**src/rtl/code_decimator.sv**
```systemverilog
// Boxcar decimator: averages 2^LOG2_N valid codes into one; CODE_DECIM_ROUND_EN selects round-half-up over truncation.
// Latency: result visible on avg_o/avg_valid_o one cycle after the last sample of a block (FIFO empty).
// Backpressure: 2-entry output FIFO on valid/ready; upstream never stalls, results arriving to a full FIFO are dropped and flag overrun_o.
module code_decimator #(
    parameter int DATA_W = 6,
    parameter int LOG2_N = 2
) (
    input  logic                                 clk_i,
    input  logic                                 reset_i,
    input  logic [DATA_W-1:0]                    din_i,
    input  logic                                 din_valid_i,
    input  logic                                 clear_i,
    output logic [DATA_W-1:0]                    avg_o,
    output logic                                 avg_valid_o,
    input  logic                                 avg_ready_i,
    output logic                                 overrun_o,
    output logic [((LOG2_N > 0) ? LOG2_N : 1)-1:0] sample_cnt_o
);

    localparam int N     = 1 << LOG2_N;
    localparam int CNT_W = (LOG2_N > 0) ? LOG2_N : 1;
    localparam int ACC_W = DATA_W + LOG2_N;

    typedef enum logic [1:0] {
        ST_EMPTY = 2'd0,
        ST_ONE   = 2'd1,
        ST_FULL  = 2'd2
    } fifo_state_t;

    fifo_state_t       state_q, state_d;
    logic [ACC_W-1:0]  acc_q, acc_d;
    logic [CNT_W-1:0]  cnt_q, cnt_d;
    logic [DATA_W-1:0] head_q, head_d;
    logic [DATA_W-1:0] tail_q, tail_d;
    logic              vld_q, vld_d;
    logic              ovr_q, ovr_d;

    logic [ACC_W-1:0]  sum_w;
    logic [DATA_W-1:0] res_w;
    logic              last_w;
    logic              push_w;
    logic              pop_w;

    assign sum_w  = acc_q + ACC_W'(din_i);
    assign last_w = (LOG2_N == 0) || (cnt_q == CNT_W'(N - 1));

`ifdef CODE_DECIM_ROUND_EN
    // N*(2^DATA_W-1) + N/2 still fits in ACC_W bits, so no carry out.
    assign res_w = DATA_W'((sum_w + ACC_W'(N / 2)) >> LOG2_N);
`else
    assign res_w = DATA_W'(sum_w >> LOG2_N);
`endif

    assign push_w = din_valid_i && last_w && !clear_i;
    assign pop_w  = vld_q && avg_ready_i;

    always_comb begin
        acc_d = acc_q;
        cnt_d = cnt_q;
        if (clear_i) begin
            acc_d = '0;
            cnt_d = '0;
        end else if (din_valid_i) begin
            if (last_w) begin
                acc_d = '0;
                cnt_d = '0;
            end else begin
                acc_d = sum_w;
                cnt_d = cnt_q + CNT_W'(1);
            end
        end
    end

    always_comb begin
        state_d = state_q;
        head_d  = head_q;
        tail_d  = tail_q;
        ovr_d   = ovr_q;
        if (clear_i) begin
            state_d = ST_EMPTY;
            ovr_d   = 1'b0;
        end else begin
            case (state_q)
                ST_EMPTY: begin
                    if (push_w) begin
                        head_d  = res_w;
                        state_d = ST_ONE;
                    end
                end
                ST_ONE: begin
                    if (push_w && pop_w) begin
                        head_d = res_w;
                    end else if (push_w) begin
                        tail_d  = res_w;
                        state_d = ST_FULL;
                    end else if (pop_w) begin
                        state_d = ST_EMPTY;
                    end
                end
                ST_FULL: begin
                    if (pop_w) begin
                        head_d = tail_q;
                        if (push_w) begin
                            tail_d = res_w;
                        end else begin
                            state_d = ST_ONE;
                        end
                    end else if (push_w) begin
                        ovr_d = 1'b1;
                    end
                end
                default: state_d = ST_EMPTY;
            endcase
        end
        vld_d = (state_d != ST_EMPTY);
    end

    always_ff @(posedge clk_i or negedge reset_i) begin
        if (!reset_i) begin
            state_q <= ST_EMPTY;
            acc_q   <= '0;
            cnt_q   <= '0;
            head_q  <= '0;
            tail_q  <= '0;
            vld_q   <= 1'b0;
            ovr_q   <= 1'b0;
        end else begin
            state_q <= state_d;
            acc_q   <= acc_d;
            cnt_q   <= cnt_d;
            head_q  <= head_d;
            tail_q  <= tail_d;
            vld_q   <= vld_d;
            ovr_q   <= ovr_d;
        end
    end

    assign avg_o        = head_q;
    assign avg_valid_o  = vld_q;
    assign overrun_o    = ovr_q;
    assign sample_cnt_o = cnt_q;

endmodule

```
**config.mk**
```make
export PLATFORM = sky130hd
export DESIGN_NAME = code_decimator
export DESIGN_NICKNAME = d
export VERILOG_FILES = /design/src/rtl/code_decimator.sv
export SDC_FILE = /design/constraint.sdc
export NUM_CORES = 1
export LEC_CHECK = 0
export BUFFER_PORTS_ARGS = -buffer_cell sky130_fd_sc_hd__buf_2
export CAP_MARGIN = 20
export CORE_MARGIN = 2
export CORE_UTILIZATION = 56
export CTS_CLUSTER_SIZE = 20
export DETAILED_ROUTE_END_ITERATION = 8
export MAX_ROUTING_LAYER = met4
export PLACE_DENSITY = 0.78
export SYNTH_ARGS = -nofsm -noshare
export SYNTH_HDL_FRONTEND = slang
export SYNTH_SLANG_ARGS = --single-unit
export TNS_END_PERCENT = 1
```
**constraint.sdc**
```tcl
create_clock -name clk_i -period 2.4 [get_ports clk_i]
set_clock_uncertainty 0.05 [all_clocks]
set_input_delay 0.12 -clock clk_i [delete_from_list [all_inputs] [get_ports clk_i]]
set_output_delay 0.12 -clock clk_i [all_outputs]
set_load 0.005 [all_outputs]
```
* Yosys cells after proc, flatten, opt, wreduce, memory -nomap -nowiden
Index checks and enable logic that the tools add are counted.
** Word-level totals
- Flip-flop bits (word level) :: 26
- Input port bits :: 11
** Cells by class
- $add $sub $neg :: 2
- Eq/ne operators :: 8
- Muxes and demuxes :: 26
- Bitwise logic cells :: 1
- Reduce and logical (&&, ||, !) cells :: 15
** Operator list (number)
- 2-to-1 mux 6 bit :: 6
- 2-to-1 mux 8 bit :: 3
- 2-to-1 mux 2 bit :: 10
- case mux 6 bit (3 select lines) :: 1
- case mux 6 bit (2 select lines) :: 1
- != test 2 bit (second input constant) :: 5
- nonzero test 2 bit :: 5
- adder 8 x 6 -> 8 bit :: 1
- case mux 2 bit (3 select lines) :: 1
- AND reduction 5 bit :: 1
- == test 2 bit (second input constant) :: 2
- logical AND 1 bit :: 4
- 2-to-1 mux 1 bit :: 4
- AND reduction 4 bit :: 1
- AND reduction 3 bit :: 1
- nonzero test 3 bit :: 1
- adder 2 x 1 -> 2 bit (second input constant) :: 1
- == test 2 x 1 -> 1 bit (second input constant) :: 1
- logical NOT 2 bit :: 1
- logical NOT 1 bit :: 1
- inverter 1 bit :: 1

* Longest topological paths before layout
Gate-level depths: netlist of run 1.
- Depth after elaboration :: 8
- Depth in mapped cells :: 8

* Least setup slack after synthesis of run 1
OpenSTA, ideal clock, no wires.
- Path type :: reg2reg
- From :: reg acc_q[0]
- To :: reg tail_q[4]
- Library setup time :: 125 ps
- Arrival time :: 1677 ps
- Required time :: 2225 ps
- Slack :: 548 ps
- Stages on the path, launching flop included :: 8
- Buffers on the path :: 0
- Clock period less this slack :: 1852 ps
- Path through :: dfrtp_1 ha_1 inv_1 fa_1 nor2b_1 o31a_1 o311ai_2 mux2_4
** On the way
- Word-level cells in the longest chain between the ends :: 4
- Elaborated cells between the ends (all ways) :: 5
- Classes of those cells :: add/sub: 1; mux: 4
** Ends and longest elaborated chain
- start, declared :: RTL line 31 : logic [ACC_W-1:0] acc_q, acc_d;
- start signal, assigned :: RTL line 121 : acc_q <= '0;
- start signal, assigned :: RTL line 129 : acc_q <= acc_d;
- adder 8 x 6 -> 8 bit (*) :: RTL line 44 : assign sum_w = acc_q + ACC_W'(din_i);
- 2-to-1 mux 6 bit (*) :: RTL line 93, 103
- 2-to-1 mux 6 bit, on equally long branches :: RTL line 101, 91
- case mux 6 bit (2 select lines) (*) :: RTL line 83 : case (state_q)
- end signal, assigned :: RTL line 132 : tail_q <= tail_d;
- end, declared :: RTL line 34 : logic [DATA_W-1:0] tail_q, tail_d;
Every way passes the cells marked *; elsewhere a longest branch is shown, timed or not. The select of a mux whose other input is x is not followed.
A chain may end at the register's enable or synchronous reset.

* Worst setup path after layout of run 1
Ends and elaborated chain as after synthesis.

==> results of run 1 <==
cell usage in the layout (no fill, tap or decap), types with 2 or more instances in the layout:
master	Yosys	final
or3_1	2	2
buf_2	2	20
a22oi_1	5	5
xnor2_1	2	2
a211oi_2	2	2
a31oi_1	4	4
a21oi_1	7	7
o21a_1	4	4
clkbuf_4	0	3
nor2_1	18	18
mux2_4	4	4
dfrtp_1	26	26
nor3b_1	3	3
buf_4	0	2
nand2_1	7	7
nand2b_1	2	2
o21ai_0	5	5
a21oi_2	5	5
inv_1	7	7
mux2i_1	5	5
ha_1	7	7
nor2b_1	3	3
nor3_1	4	4
nor2_2	4	4
through the flow:
stage          area, um2   util  instances  power (mW)
6_report            1730  0.642        206        1.09
5_1_grt             1730  0.642        206        1.15
3_5_place_dp        1660  0.619        201       0.802
2_1_floorplan       1550      -        155       0.710
3_3_place_gp        1660  0.619        201       0.788
4_1_cts             1730  0.642        206        1.10
per-layer routing:
| metal | up-vias | wire, um |
|---|---|---|
| li1 | 595 | - |
| met1 | 580 | 1350 |
| met2 | 26 | 1490 |
| met3 | 2 | 121 |
| met4 | 0 | 10 |
| met5 | - | 0 |
power breakdown:
| group | switching [mW] | internal (mW) |
|---|---|---|
| clock | 0.126 | 0.169 |
| sequential | 0.0296 | 0.479 |
| combinational | 0.157 | 0.126 |
sequential cells by signal, indices dropped and copies added, names as in the netlist:
name	flops
overrun_o	1
avg_valid_o	1
sample_cnt_o	2
state_q	2
tail_q	6
avg_o	6
acc_q	8
worst register-to-register path: stages (launching register included):
cell,delay [ps]
dfrtp_1,380
ha_1,210
inv_1,70
fa_1,400
nor2b_1,200
o31a_1,190
o311ai_2,130
mux2_4,300
cell type report:
class / instances / area share
timing repair buffer: 23 / 0.0725
inverter: 8 / 0.0174
multi-input combinational: 114 / 0.480
clock inverter: 1 / 0.0174
clock buffer: 3 / 0.0131
sequential: 26 / 0.377
tap: 31 / 0.0225
repair_timing:
item	in CTS	in global routing
hold buffers	1	0
gates resized for setup	0	0
endpoints found under the setup margin	0	0
endpoints found under the hold margin	26	0
worst max path at each step:
stage,to,slack (ps)
floorplan,tail_q[4],550
global placement,tail_q[4],490
detailed placement,tail_q[4],390
CTS,tail_q[4],390
global route,avg_o[2],260
finish,tail_q[4],380
cell families (layout without fill, tap and decap cells):
logic type                 count (synthesis)  in the layout  synth area share
and+or+nand+nor                           49             49             0.159
muxes                                      9              9            0.0709
adders and majority gates                  8              8            0.0692
DFF                                       26             26             0.419
xor gates and xnor gates                   3              3            0.0169
buffers and inverters                     15             35            0.0483
AOI/OAI and AO/OA                         45             45             0.217
==> flow_metrics.env, run 1 <==
export IMPL_synth_commonest_cells="dfrtp_1 (26), nor2_1 (18)"
export IMPL_clk_latency_ps=320
export IMPL_rows=19
export IMPL_avgSynthCellArea_um2=10.0
export IMPL_finalCritPeriodShare=0.841
export IMPL_tns_ps=0
export IMPL_synth_seq_cells=26
export IMPL_endpoint_kind="register"
export IMPL_cts_root_buf="clkbuf_4"
export IMPL_dp_hpwl_mm=2.25
export IMPL_ant_nets=0
export IMPL_ir_drop_v=0.000548
export IMPL_yosys_area_top_type="dfrtp_1"
export IMPL_drtPass1Iterations=4
export IMPL_cts_setup_buffers=0
export IMPL_crit_start="acc_q[0]"
export IMPL_synth_edf_count=0
export IMPL_cts_tree="yes"
export IMPL_wire_per_inst_um=14.4
export IMPL_grt_pass1_wl_mm=5.19
export IMPL_crit_type="register to register"
export IMPL_slowest_stage="fa_1"
export IMPL_setup_ws_ps=381
export IMPL_yosysTopAreaCellShare=0.419
export IMPL_relSlewSlack=0.627
export IMPL_p_leak_nw=0.797
export IMPL_rsz0062_at_grt="no"
export IMPL_power_density_nw_per_um2=630
export IMPL_met3_usage=0.0415
export IMPL_cp_arrival_ps=2200
export IMPL_max_stage_delay_ps=400
export IMPL_crit_cells=7
export IMPL_die_w_um=56.7
export IMPL_status="complete, no violations"
export IMPL_ys_warn_count=0
export IMPL_tightest_slew_ps=560
export IMPL_io_pins=21
export IMPL_vias_per_cell=5.84
export IMPL_dpl_worst_slack_ps=393
export IMPL_timing_hold_violations_final=0
export IMPL_antenna_found_initial=0
export IMPL_rrSetupSlack_ps=380
export IMPL_grt_pass1_vias=1176
export IMPL_min_path_type="input pin to register"
export IMPL_track_usage=0.208
export IMPL_dieArea_um2=3210
export IMPL_cts_buffers=3
export IMPL_multi_input_area_um2=828
export IMPL_port_buffers=20
export IMPL_die_h_um=56.7
export IMPL_hold_start="din_valid_i"
export IMPL_drv_cap=0
export IMPL_ys_seq_area_frac=0.419
export IMPL_min_to="sample_cnt_o[1]"
export IMPL_crit_family="adder cells"
export IMPL_vias=1203
export IMPL_grtUsageMet1=0.268
export IMPL_drive_gt1_frac=0.257
export IMPL_r2r_end="tail_q[4]"
export IMPL_timing_rr_start="acc_q[0]"
export IMPL_syn_to_final_growth_pct=11.0
export IMPL_register_area_um2=651
export IMPL_yosysMostFrequentCell="dfrtp_1"
export IMPL_cts_max_path_buffers=2
export IMPL_synth_area_leaders="dfrtp_1 (42%), ha_1 (5.6%), nor2_1 (4.3%)"
export IMPL_synthCells=155
export IMPL_h_tree_depth=1
export IMPL_min_path_cells=3
export IMPL_grt_max_degree=27
export IMPL_synthFlopType="dfrtp_1"
export IMPL_fill_cells=233
export IMPL_coreArea_um2=2690
export IMPL_cp_cell_sequence="ha_1, inv_1, fa_1, nor2b_1, o31a_1, o311ai_2, mux2_4"
export IMPL_finalSetupViolations=0
export IMPL_syn_nets=174
export IMPL_cp_start_kind="register"
export IMPL_r2r_cells=7
export IMPL_worst_path_max_fanout=3
export IMPL_synthArstFlopShare=1.00
export IMPL_fin_nets=195
export IMPL_whs_ps=84.1
export IMPL_synth_area_um2=1550
export IMPL_ys_types=47
export IMPL_grtUsageMet2=0.349
export IMPL_drt_iter0_drc=25
export IMPL_grt_overflow_total=0
export IMPL_gp_congestion=0.838
export IMPL_cts_sinks=26
export IMPL_start_util=0.578
export IMPL_final_max_slew_viol_count=0
export IMPL_routed_wl_mm=2.97
export IMPL_critPathBufInv=1
export IMPL_drc=0
export IMPL_period_minus_slack_ps=2020
export IMPL_n_antenna_cell=0
export IMPL_max_freq_mhz=495
export IMPL_busiest_layer="met2"
export IMPL_cts_clk_slew_worst_paths_ps=140
export IMPL_crit_required_ps=2580
No activity file was read; power rests on OpenSTA's default activity.
==> run 2: changes to the inputs <==
--- a/config.mk
+++ b/config.mk
@@ -5,6 +5,7 @@
 export SDC_FILE = /design/constraint.sdc
 export NUM_CORES = 1
 export LEC_CHECK = 0
+export ABC_AREA = 1
 export BUFFER_PORTS_ARGS = -buffer_cell sky130_fd_sc_hd__buf_2
 export CAP_MARGIN = 20
 export CORE_MARGIN = 2
==> constraint.sdc (replaced) <==
create_clock -name clk_i -period 2.05 [get_ports clk_i]
set_clock_uncertainty 0.05 [all_clocks]
set_input_delay 0.1025 -clock clk_i [delete_from_list [all_inputs] [get_ports clk_i]]
set_output_delay 0.1025 -clock clk_i [all_outputs]
set_load 0.005 [all_outputs]
==> run 2 against run 1 <==
The run now ends with negative hold slack left; design area up 0.36%; clock-buffer cell count unchanged; setup slack worse by 240 ps; utilization up 0.23 points; die area down 0.99%; routed wire length up 5.7%; sequential share of layout area down 0.14 points; register-to-register slack worse by 240 ps; critical path type unchanged; largest cell class unchanged.
==> flow_metrics.env, run 2 <==
export IMPL_worst_path_max_fanout=3
export IMPL_finalCritPeriodShare=0.930
export IMPL_routed_wl_mm=3.14
export IMPL_final_cell_area_um2=1730
export IMPL_cts_tree="yes"
export IMPL_vias=1398
export IMPL_dieArea_um2=3180
export IMPL_cp_cell_sequence="ha_1, inv_1, fa_1, inv_1, nand2_1, nand2_1, nand2_1, or2_2, nand2_1, nand2_1, o21ai_0"
export IMPL_final_cells=252
export IMPL_start_util=0.572
export IMPL_die_h_um=56.4
export IMPL_p_leak_nw=0.935
export IMPL_combPwrFrac=0.279
export IMPL_power_density_nw_per_um2=811
export IMPL_fill_cells=224
export IMPL_cts_clk_slew_worst_paths_ps=160
export IMPL_largest_reg_flops=8
export IMPL_ys_seq_area_frac=0.423
export IMPL_drv_cap=0
export IMPL_cts_root_buf="clkbuf_4"
export IMPL_finalSetupViolations=0
export IMPL_synth_area_um2=1540
export IMPL_synth_area_leaders="dfrtp_1 (42%), nand2_1 (13%), nand3_1 (6.5%)"
export IMPL_internal_power_uw=959
export IMPL_grt_max_degree=27
export IMPL_syn_nets=216
export IMPL_max_freq_mhz=525
export IMPL_avgSynthCellArea_um2=7.81
export IMPL_grt_pass1_wl_mm=5.28
export IMPL_cts_max_path_buffers=2
export IMPL_tns_ps=0
export IMPL_yosys_area_top_type="dfrtp_1"
export IMPL_dp_hpwl_mm=2.36
export IMPL_cp_arrival_ps=2130
export IMPL_ir_drop_v=0.000606
export IMPL_worst_path_most_repeated_cell="nand2_1"
export IMPL_power_switching_uw=445
export IMPL_final_util=0.645
export IMPL_synthFlopType="dfrtp_1"
export IMPL_ys_types=26
export IMPL_synth_seq_cells=26
export IMPL_cts_sinks=26
export IMPL_final_max_slew_viol_count=0
export IMPL_rows=19
export IMPL_ant_nets=0
export IMPL_crit_required_ps=2270
export IMPL_vias_per_cell=5.55
export IMPL_dp_cells=246
export IMPL_yosysTopAreaCellShare=0.423
export IMPL_slowest_stage="dfrtp_1"
export IMPL_drtPass1Iterations=5
export IMPL_synth_edf_count=0
export IMPL_status="finished with violations"
export IMPL_synthCells=197
export IMPL_final_common_cell="nand2_1"
export IMPL_n_antenna_cell=0
export IMPL_drc=0
export IMPL_sw_frac_of_total=0.317
export IMPL_timing_hold_violations_final=1
export IMPL_final_cell_mix="nand2_1 (55), dfrtp_1 (26), inv_1 (25), nand3_1 (20), buf_2 (20)"
export IMPL_drive_gt1_frac=0.217
export IMPL_drt_iter0_drc=58
export IMPL_synth_commonest_cells="nand2_1 (55), dfrtp_1 (26), inv_1 (25)"
export IMPL_antenna_found_initial=0
export IMPL_clkPwrFrac=0.259
export IMPL_h_tree_depth=1
export IMPL_crit_type="register to register"
export IMPL_clk_latency_ps=330
export IMPL_violations="negative hold slack"
export IMPL_relSlewSlack=0.559
export IMPL_p_seq_frac=0.462
export IMPL_gp_congestion=0.817
export IMPL_whs_ps=-7.38
export IMPL_grt_pass1_vias=1319
export IMPL_synthArstFlopShare=1.00
export IMPL_syn_to_final_growth_pct=12.6
export IMPL_track_usage=0.217
export IMPL_yosysMostFrequentCell="nand2_1"
export IMPL_wire_per_inst_um=12.4
export IMPL_fin_nets=241
export IMPL_cts_buffers=3
export IMPL_placed_cell_area_um2=1660
export IMPL_min_path_type="input pin to register"
export IMPL_ys_warn_count=0
export IMPL_io_pins=21
export IMPL_rsz0062_at_grt="no"
export IMPL_port_buffers=20
export IMPL_die_w_um=56.4
export IMPL_cp_start_kind="register"
export IMPL_endpoint_kind="register"
export IMPL_tightest_slew_ps=659
export IMPL_coreArea_um2=2690
export IMPL_largest_register="acc_q"
export IMPL_max_stage_delay_ps=380
export IMPL_grt_overflow_total=0
export IMPL_period_minus_slack_ps=1910
-- run 2: changes by cell type in the layout (fill, tap and decap cells not counted), moves of 4 or more --
cell	before	now
nand2_1	7	55
nand3_1	1	20
inv_1	7	25
nor2_1	18	12
a22oi_1	5	0
mux2i_1	5	0
nand2_2	0	5
o21ai_0	5	10
inv_2	0	4
mux2_4	4	0
nor3_1	4	0
o21a_1	4	0
or2_2	0	4
-- run 2: cell type report --
cell class | instances | area (um2) | area share
inverter | 29 | 109 | 0.0629
sequential | 26 | 651 | 0.376
clock inverter | 1 | 30.0 | 0.0173
multi-input combinational | 140 | 763 | 0.441
clock buffer | 3 | 22.5 | 0.0130
timing repair buffer | 22 | 118 | 0.0679
tap | 31 | 38.8 | 0.0224
-- run 2: metrics by stage --
step	setup slack [ps]	power, mW	hold slack (ps)
2_1_floorplan	349	0.902	-243
3_3_place_gp	282	1.03	83.7
3_5_place_dp	195	1.05	88.2
4_1_cts	146	1.40	5.25
5_1_grt	1.89	1.49	22.7
6_report	144	1.40	-7.38
-- run 2: critical path: cells and delay by family, from the launching register on --
| kind | cells | cell delay [ps] |
|---|---|---|
| DFF | 1 | 380 |
| and+or+nand+nor | 6 | 680 |
| AOI/OAI and AO/OA | 1 | 90 |
| buffers and inverters | 2 | 130 |
| adders and majority gates | 2 | 520 |
-- run 2: timing repair --
item	4_1_cts	5_1_grt
hold endpoints to repair	26	0
setup endpoints to repair	0	2
setup buffers	0	1
hold buffers	1	0
gates resized for setup	0	0
-- run 2: cells by family (layout without fill, tap and decap cells) --
| family | count (synthesis) | count (layout) | share of synthesized area |
|---|---|---|---|
| AOI/OAI and AO/OA | 27 | 27 | 0.111 |
| and+or+nand+nor | 105 | 105 | 0.316 |
| adders and majority gates | 8 | 8 | 0.0700 |
| DFF | 26 | 26 | 0.423 |
| buffers and inverters | 31 | 55 | 0.0805 |
-- run 2: worst paths after layout --
path | slack [ps] | startpoint | to | cells after the start
worst max-delay path | 140 | acc_q[0] | acc_q[4] | 11
worst min register to register | 450 | avg_o[4] | avg_o[4] | 2
max in group asynchronous | 1310 | reset_i | tail_q[3] | 2
worst max register to register | 140 | acc_q[0] | acc_q[4] | 11
worst min-delay path | -7 | din_valid_i | sample_cnt_o[1] | 3
min in group asynchronous | 230 | reset_i | acc_q[5] | 2
-- run 2: power by group through the flow --
stage	clock network [mW]	logic (mW)	registers [mW]
6_report	0.364	0.392	0.648
5_1_grt	0.384	0.447	0.659
4_1_cts	0.361	0.394	0.649
3_5_place_dp	0	0.390	0.660
3_3_place_gp	0	0.373	0.653
2_1_floorplan	0	0.244	0.658
-- run 2: layer usage --
layer / vias to the layer above / wire length (um) / part of all wire / track usage
met2: 31 / 1680 / 0.54 / 0.388
met5: - / 0 / 0 / -
li1: 678 / - / - / -
met3: 4 / 91 / 0.029 / 0.0276
met4: 0 / 26 / 0.0083 / 0.0680
met1: 685 / 1340 / 0.43 / 0.253
